### src/rtl/icache_assoc.sv
// N-way set-associative instruction cache with true-LRU replacement, multi-word
// blocks, bulk invalidate and hit/miss counters.
module icache_assoc #(
   parameter int WAYS     = 2,
   parameter int SETS     = 8,
   parameter int BLKWORDS = 2
) (
   input  logic        CLK,
   input  logic        RST,
   input  logic        imemREN,
   input  logic [31:0] imemaddr,
   input  logic        inval,
   output logic        ihit,
   output logic [31:0] imemload,
   output logic        iREN,
   output logic [31:0] iaddr,
   input  logic        iwait,
   input  logic [31:0] iload,
   output logic [31:0] hitcnt,
   output logic [31:0] misscnt
);

   localparam int OB  = $clog2(BLKWORDS);
   localparam int IB  = $clog2(SETS);
   localparam int TW  = 30 - OB - IB;
   localparam int AW  = (WAYS > 1) ? $clog2(WAYS) : 1;
   localparam int WOB = (OB > 0) ? OB : 1;

   typedef enum logic {IDLE, FETCH} state_t;

   state_t          state;
   logic [WOB-1:0]  wc;
   logic [TW-1:0]   l_tag;
   logic [IB-1:0]   l_idx;
   logic [AW-1:0]   victim_r;
   logic            pend_inval;

   logic [WAYS-1:0] valid [SETS];
   logic [AW-1:0]   age   [SETS][WAYS];
   logic [TW-1:0]   tags  [SETS][WAYS];
   logic [31:0]     data  [SETS][WAYS][BLKWORDS];

   logic [IB-1:0]   cur_idx;
   logic [TW-1:0]   cur_tag;
   logic [WOB-1:0]  cur_word;
   logic            match;
   logic [AW-1:0]   hit_way;
   logic            any_invalid;
   logic [AW-1:0]   victim;
   logic            lookup_ok;
   logic            miss;
   logic            accept;
   logic            fill_done;
   logic            touch_en;
   logic [IB-1:0]   touch_set;
   logic [AW-1:0]   touch_way;

   assign cur_idx  = imemaddr[OB+2 +: IB];
   assign cur_tag  = imemaddr[31 -: TW];
   assign cur_word = imemaddr[2 +: WOB] & WOB'(BLKWORDS - 1);

   // NOTE: combinational blocks use blocking assignments and give every output a default first, so no latch is inferred.
   always_comb begin
      match   = 1'b0;
      hit_way = '0;
      for (int w = 0; w < WAYS; w++) begin
         if (valid[cur_idx][w] && tags[cur_idx][w] == cur_tag) begin
            match   = 1'b1;
            hit_way = AW'(w);
         end
      end
   end

   // Lowest-numbered invalid way wins; otherwise the oldest way is replaced.
   always_comb begin
      victim      = '0;
      any_invalid = 1'b0;
      for (int w = WAYS - 1; w >= 0; w--) begin
         if (!valid[cur_idx][w]) begin
            victim      = AW'(w);
            any_invalid = 1'b1;
         end
      end
      if (!any_invalid) begin
         for (int w = 0; w < WAYS; w++) begin
            if (age[cur_idx][w] == AW'(WAYS - 1)) victim = AW'(w);
         end
      end
   end

   // An invalidate in IDLE suppresses the lookup for that cycle entirely.
   assign lookup_ok = (state == IDLE) && imemREN && !inval;
   assign ihit      = lookup_ok && match;
   assign miss      = lookup_ok && !match;
   assign imemload  = ihit ? data[cur_idx][hit_way][cur_word] : 32'd0;

   assign accept    = (state == FETCH) && !iwait;
   assign fill_done = accept && (wc == WOB'(BLKWORDS - 1));

   assign touch_en  = ihit || fill_done;
   assign touch_set = (state == FETCH) ? l_idx : cur_idx;
   assign touch_way = (state == FETCH) ? victim_r : hit_way;

   // NOTE: sequential state uses non-blocking assignments so every register samples pre-edge values.
   always_ff @(posedge CLK or posedge RST) begin
      if (RST) begin
         state      <= IDLE;
         wc         <= '0;
         l_tag      <= '0;
         l_idx      <= '0;
         victim_r   <= '0;
         pend_inval <= 1'b0;
         iREN       <= 1'b0;
         iaddr      <= 32'd0;
         hitcnt     <= 32'd0;
         misscnt    <= 32'd0;
         for (int s = 0; s < SETS; s++) begin
            valid[s] <= '0;
            for (int w = 0; w < WAYS; w++) age[s][w] <= AW'(w);
         end
      end else begin
         if (ihit) hitcnt <= hitcnt + 32'd1;

         // True-LRU touch: the used way becomes youngest, younger ways age by one.
         if (touch_en) begin
            for (int w = 0; w < WAYS; w++) begin
               if (AW'(w) == touch_way)
                  age[touch_set][w] <= '0;
               else if (age[touch_set][w] < age[touch_set][touch_way])
                  age[touch_set][w] <= age[touch_set][w] + 1'b1;
            end
         end

         case (state)
            IDLE: begin
               if (inval) begin
                  for (int s = 0; s < SETS; s++) valid[s] <= '0;
               end else if (miss) begin
                  l_tag    <= cur_tag;
                  l_idx    <= cur_idx;
                  victim_r <= victim;
                  wc       <= '0;
                  iREN     <= 1'b1;
                  iaddr    <= 32'({cur_tag, cur_idx}) << (OB + 2);
                  misscnt  <= misscnt + 32'd1;
                  state    <= FETCH;
               end
            end
            FETCH: begin
               if (fill_done) begin
                  if (pend_inval || inval) begin
                     for (int s = 0; s < SETS; s++) valid[s] <= '0;
                  end else begin
                     valid[l_idx][victim_r] <= 1'b1;
                  end
                  pend_inval <= 1'b0;
                  wc         <= '0;
                  iREN       <= 1'b0;
                  state      <= IDLE;
               end else begin
                  if (inval) pend_inval <= 1'b1;
                  if (accept) begin
                     wc    <= wc + 1'b1;
                     iaddr <= iaddr + 32'd4;
                  end
               end
            end
            default: state <= IDLE;
         endcase
      end
   end

   // NOTE: tag and data arrays are plain storage with no reset; the valid bits alone decide whether they are meaningful.
   always_ff @(posedge CLK) begin
      if (accept) data[l_idx][victim_r][wc] <= iload;
      if (fill_done) tags[l_idx][victim_r] <= l_tag;
   end

endmodule

### config.mk
export PLATFORM = sky130hd
export DESIGN_NAME = icache_assoc
export DESIGN_NICKNAME = d
export VERILOG_FILES = /design/src/rtl/icache_assoc.sv
export SDC_FILE = /design/constraint.sdc
export NUM_CORES = 2
export LEC_CHECK = 0
export ABC_AREA = 1
export BUFFER_PORTS_ARGS = -buffer_cell sky130_fd_sc_hd__clkbuf_2
export CORE_MARGIN = 2
export CORE_UTILIZATION = 43
export CTS_BUF_LIST = sky130_fd_sc_hd__clkbuf_16
export DETAILED_ROUTE_END_ITERATION = 8
export PLACE_DENSITY = 0.57
export SLEW_MARGIN = 20
export SYNTH_ARGS = -nofsm -noshare
export SYNTH_HDL_FRONTEND = slang
export SYNTH_SLANG_ARGS = --single-unit
### constraint.sdc
create_clock -name CLK -period 6 [get_ports CLK]
set_input_delay 1.2 -clock CLK [delete_from_list [all_inputs] [get_ports CLK]]
set_output_delay 1.2 -clock CLK [all_outputs]
set_load 0.01 [all_outputs]
### Yosys cells after proc, flatten, opt, wreduce, memory -nomap -nowiden

Memory sizes are Yosys's and may differ from the RTL's.
Index checks and enable logic that the tools add are counted.

* add/sub/neg operators: 6
* magnitude comparators: 16
* eq/ne operators: 9
* multiplexer cells: 79
* bitwise gates (word level): 15
* reductions and logical operators: 25

Operator list (number)
* 2-to-1 mux 32 bit: 9
* 2-to-1 mux 64 bit: 4
* 2-to-1 mux 128 bit: 1
* 2-to-1 mux 16 bit: 8
* adder 32 x 1 -> 32 bit (second input constant): 2
* demux 64 bit (select 1 bit): 1
* one-hot mux 32 bit (2 select lines): 1
* equality test 26 bit: 2
* 2-to-1 mux 52 bit: 1
* adder 32 x 3 -> 32 bit (second input constant): 1
* AND 16 bit: 2
* bitwise mux 16 bit: 2
* demux 32 bit (select 1 bit): 1
* inverter 16 bit: 2
* one-hot mux 16 bit (2 select lines): 1
* 2-to-1 mux 1 bit: 29
* demux 26 bit (select 1 bit): 1
* 2-to-1 mux 26 bit: 1
* binary-select mux 2 bit (select 3 bit): 3
* demux 2 bit (select 3 bit): 3
* 2-to-1 mux 2 bit: 8
* OR 16 bit: 1
* logical AND 1 bit: 13
* >= comparator 4 bit (second input constant): 3
* 22 further kinds: 50

* register bits: 162
* memory bits (writable): 1440
* input bits: 69
* output and inout bits: 130
* word-level logic and storage cells: 186
* memories: 2

Memory list
* data: depth 8, width 128, rd ports 1, clocked after memory_dff 0, write ports 1, RTL line 41 `logic [31:0] data [SETS][WAYS][BLKWORDS];`
* tags: depth 8, width 52, rd ports 1, clocked after memory_dff 0, write ports 1, RTL line 40 `logic [TW-1:0] tags [SETS][WAYS];`

### Logic depth before layout (Yosys ltp)

* word-level depth: 18
* depth in mapped cells: 25

### Least setup slack after synthesis

OpenSTA, ideal clock, no wires.

* path type: in2out
* start point: input port imemaddr[3]
* end point: output port imemload[23]
* arrival time: 3.220 ns
* data required time: 4.800 ns
* path slack: 1.580 ns
* stages on the path: 21
* buffers on the path: 4
* path through: buf_6 > inv_4 > buf_6 > buf_6 > nand2_1 > nand3_1 > nand3_1 > nand3_1 > nand2_1 > nor2_1 > nand2_1 > nor2_1 > nand2_1 > inv_2 > nand2_4 > nand2_1 > nand2_4 > clkinv_2 > buf_4 > o21ai_1 > nor2_1

* elaborated cells between the ends (all ways): 22
* those cells by class: eq/ne (2); mux (13); bitwise (2); reduce/logical (3); memory (2)

RTL lines
* start, declared: RTL line 11 `input logic [31:0] imemaddr,`
* branches (longest 6 deep; another with memory read (8 x 52 bit))
* 2-to-1 mux 1 bit (*): RTL line 67 `if (valid[cur_idx][w] && tags[cur_idx][w] == cur_tag) begin`
* logical AND 1 bit (*): RTL line 93 `assign ihit = lookup_ok && match;`
* via ihit: RTL line 13 `output logic ihit,`
* 2-to-1 mux 32 bit (*): RTL line 95 `assign imemload = ihit ? data[cur_idx][hit_way][cur_word] : 32'd0;`
* end, declared: RTL line 14 `output logic [31:0] imemload,`

Mark *: on every way through the listed nets, which the timed path passes. The select of a mux whose other input is x is not followed.

### Worst setup path in the final report

* start point: input port imemaddr[3]
* end point: output port imemload[25]

* longest elaborated chain between the ends: 14
* elaborated cells between the ends (all ways): 22
* those cells by class: eq/ne (2); mux (13); bitwise (2); reduce/logical (3); memory (2)

RTL lines (RTL line)
* branches (longest 13 deep; another with memory read (8 x 52 bit))
* 2-to-1 mux 32 bit (*): 95

Mark *: on every way between the ends. The select of a mux whose other input is x is not followed.

==> reports/summary.txt <==
worst skew pair latency: 0.82 ns
total clock buffers created by CTS: 172
final weighted congestion in routability-driven placement: 0.9003
maximum clock frequency: 172.0 MHz
Starting Density: 43.25%
number of design-rule violations left by the first detailed-router iteration: 5103
Post-Layout Cell Count: 8399
min cycle time layout: 5.814 ns
share of flip-flops with an asynchronous set or reset after synthesis: 10.00%
path category of the worst min-delay check: flop to flop
wire length of the first global-routing pass: 291200 um
switching power total: 7.431 mW
flip-flop and latch count after synthesis: 1600
instance count of the mapped netlist: 6022
Final Max Slew Viols: 0
postcts setup bufs: 0
Hold Slack: 0.4629 ns
Clock power frac: 37.6%
slew at the pin with the worst max-slew slack: 1.147 ns
overflow left after global routing: 0
sinks on the clock net: 1600
total of fill cells in the finished design: 13810
library cell used as clock root buffer: clkbuf_16
max-capacitance violation count: 0
R2R Path Start: tags[5][13]
share of layout cells above drive strength 1: 10.37%
final number of hold-violating endpoints: 0
remaining design rule violation count: 0
height of the die: 400.2 um
vias after detailed routing: 47070
number of synthesized flops with an enable pin: 1440
type of element capturing the critical path: primary output
Synth Area per Inst: 11.21 um2
post-layout power: 27.18 mW
worst supply voltage drop on vdd: 0.3137 mV
crit path max fanout: 44
nets: 6260
result of the run: finished clean
combined area of all synthesized cells: 0.06748 mm2
clock-pin transition on the worst setup and hold timing paths: 0.05 ns
overall routed net length: 198800 um
logic gate share of total power: 11.2%
Detail Placement HPWL: 113500 um
TritonCTS clock tree: built
number of buffer cells added on primary ports: 194
startpoint of the most critical setup path: imemaddr[3]
number of global-route vias before repair: 43850
arrival time at the worst endpoint: 4.61 ns
final routed wire length divided by cell count: 23.67 um
maximum number of pins on one net before global-route repair: 204
number of warnings reported in the yosys synthesis log: 0
Die X: 400.2 um
hold path start: age[12]
iteration count of the initial detailed-routing pass: 5
internal power summed over all cells: 19.75 mW
Global Route Usage Sum: 24.53%
final design area excluding fillers: 0.07684 mm2
number of buffers on the longest clock path: 3
unrepaired setup endpoints after global routing: no
final worst-path cycle share: 96.90%
layout-stage area growth over the synthesis result: 13.87%
sw frac: 27.34%
die area: 0.1601 mm2
Setup CP Type: input pin to primary output
remaining antenna violation count: 0
final setup violation count: 0
number of antenna violations at the first check in global routing: 20
I/O Pins: 199
leading register cell type out of synthesis: edfxtp_1
headroom to the max-slew limit: 23.34%
routed via count divided by cell count: 5.604
Post-Place Cell Area: 0.07127 mm2
core region area: 0.1560 mm2
count of hold-fix buffers inserted at cts: 0
post-synthesis sequential area ratio: 70.03%
proportion of power drawn by flip-flops and latches: 51.2%
Row Count: 145
static power due to leakage: 28.05 nW
htree depth: 4
Post-Place Cells: 8068
required time of the worst setup path: 4.80 ns
library cells used by synthesis: 43
worst clock skew on the final layout: 0.06581 ns
power density relative to cell area: 353.7 mW/mm2
launching element type of the critical path: input pin
## per-layer routing
layer  part of all wire, %  global-route usage (%)  vias up  routed length (um)
li1                      -                       -    21520                   -
met1                    43                   34.72    23420               86330
met2                    47                   39.77     1829               94050
met3                   6.9                   3.466      299               13820
met4                   2.3                   6.507        4                4627
met5                 0.011                       0        -                  21
## synth_stat cells (31+ instances only)
cell,n,share of area [%]
o21ai_0,807,6.0
nor3_1,41,0.30
nand4_1,57,0.53
buf_2,67,0.50
nor2_1,998,5.6
edfxtp_1,1440,64
clkbuf_1,228,1.3
dfrtp_1,152,5.6
a21oi_1,37,0.27
inv_1,340,1.9
nand2_1,1001,5.6
xor2_1,54,0.70
o21ai_1,133,0.99
a31oi_1,35,0.32
xnor2_1,31,0.40
nand3_1,303,2.2
o221ai_1,160,2.1
## registers in the layout, summed over array words and instances, names as in the netlist, 3 cells and up
name and cells:
tags 416, data 1024, hitcnt 32, valid 16
iaddr 30, l_tag 26, age 16, misscnt 32
l_idx 3
## worst max-delay path, stage by stage
cell and delay [ns]:
buf_12 0.24, inv_16 0.13, buf_12 0.23, o21ai_0 0.23
nand3_1 0.13, nand3_1 0.17, nand2_1 0.07, nor2_1 0.18
nand2_1 0.08, inv_1 0.09, nand2_1 0.06, nor2_1 0.11
nand2_2 0.19, nand2_1 0.16, nand2_4 0.15, inv_8 0.19
buf_12 0.20, o21ai_1 0.13, nor2_2 0.22, buf_4 0.21
clkbuf_2 0.15
## layout make-up
| type | instances | area, um2 | area share (%) |
|---|---|---|---|
| Antenna cell | 7 | 17.52 | 0.02280 |
| Clock buffer | 173 | 4329 | 5.634 |
| Clock inverter | 147 | 1099 | 1.430 |
| Inverter | 356 | 1380 | 1.796 |
| Multi-Input combinational cell | 3721 | 17720 | 23.06 |
| Sequential cell | 1600 | 47260 | 61.50 |
| Tap cell | 2058 | 2575 | 3.351 |
| Timing Repair Buffer | 336 | 2456 | 3.196 |
| Timing Repair inverter | 1 | 8.758 | 0.01140 |
## final timing paths
kind / endpoint / cells after the start / slack, ns
worst max register to register: iaddr[23] / 18 / 2.24
worst max-delay path: imemload[25] / 21 / 0.19
worst min-delay path: age[12] / 2 / 0.46
min in group asynchronous: hitcnt[22] / 2 / 0.49
max in group asynchronous: iaddr[5] / 3 / 4.51
worst min register to register: age[12] / 2 / 0.46
## through the flow
stage                     util (%)  setup TNS, ns  worst slack [ns]
final                        49.25              0            0.1861
after CTS                    49.20              0           0.06618
after global placement       45.63       -0.03924          -0.03924
after global routing         49.24              0           0.01917
after detailed placement     45.68       -0.06825          -0.06825
after floorplan                  -              0            0.4933
## placed cells by master, fill, tap and decap left out, types with 41 or more instances in the layout
cell       synthesis  final
clkbuf_16          0    174
edfxtp_1        1440   1440
nand2_1         1001    999
nand4_1           57     57
o221ai_1         160    160
buf_4             26    113
nor2_4             0     49
clkinv_1           7     53
clkbuf_2           0    191
dfrtp_1          152    151
xor2_1            54     54
o21ai_0          807    807
o21ai_1          133    133
nor2_1           998    948
nand3_1          303    303
nor3_1            41     41
inv_1            340    377
## logic make-up after synthesis
group | after synthesis | synth area share (%)
adders and majority gates | 3 | 0.05563
other | 1 | 0.005557
and+or+nand+nor | 2428 | 14.50
AOI/OAI and AO/OA | 1203 | 10.02
buffers and inverters | 702 | 4.290
xor gates and xnor gates | 85 | 1.103
DFF | 1600 | 70.03
## power by group through the flow
| stage | Sequential, mW | Combinational, mW | Clock [mW] |
|---|---|---|---|
| floorplan | 14.0 | 1.81 | 0 |
| detailed placement | 14.1 | 3.04 | 0 |
| CTS | 13.9 | 3.05 | 10.4 |
| global placement | 14.1 | 2.98 | 0 |
| global route | 14.0 | 3.39 | 10.8 |
| finish | 13.9 | 3.05 | 10.2 |
## timing repair
action                                  4_1_cts  5_1_grt
endpoints found under the setup margin        1        2
resized for setup                             4        5
gates cloned                                  2        1
(Power assumes the default switching activity.)
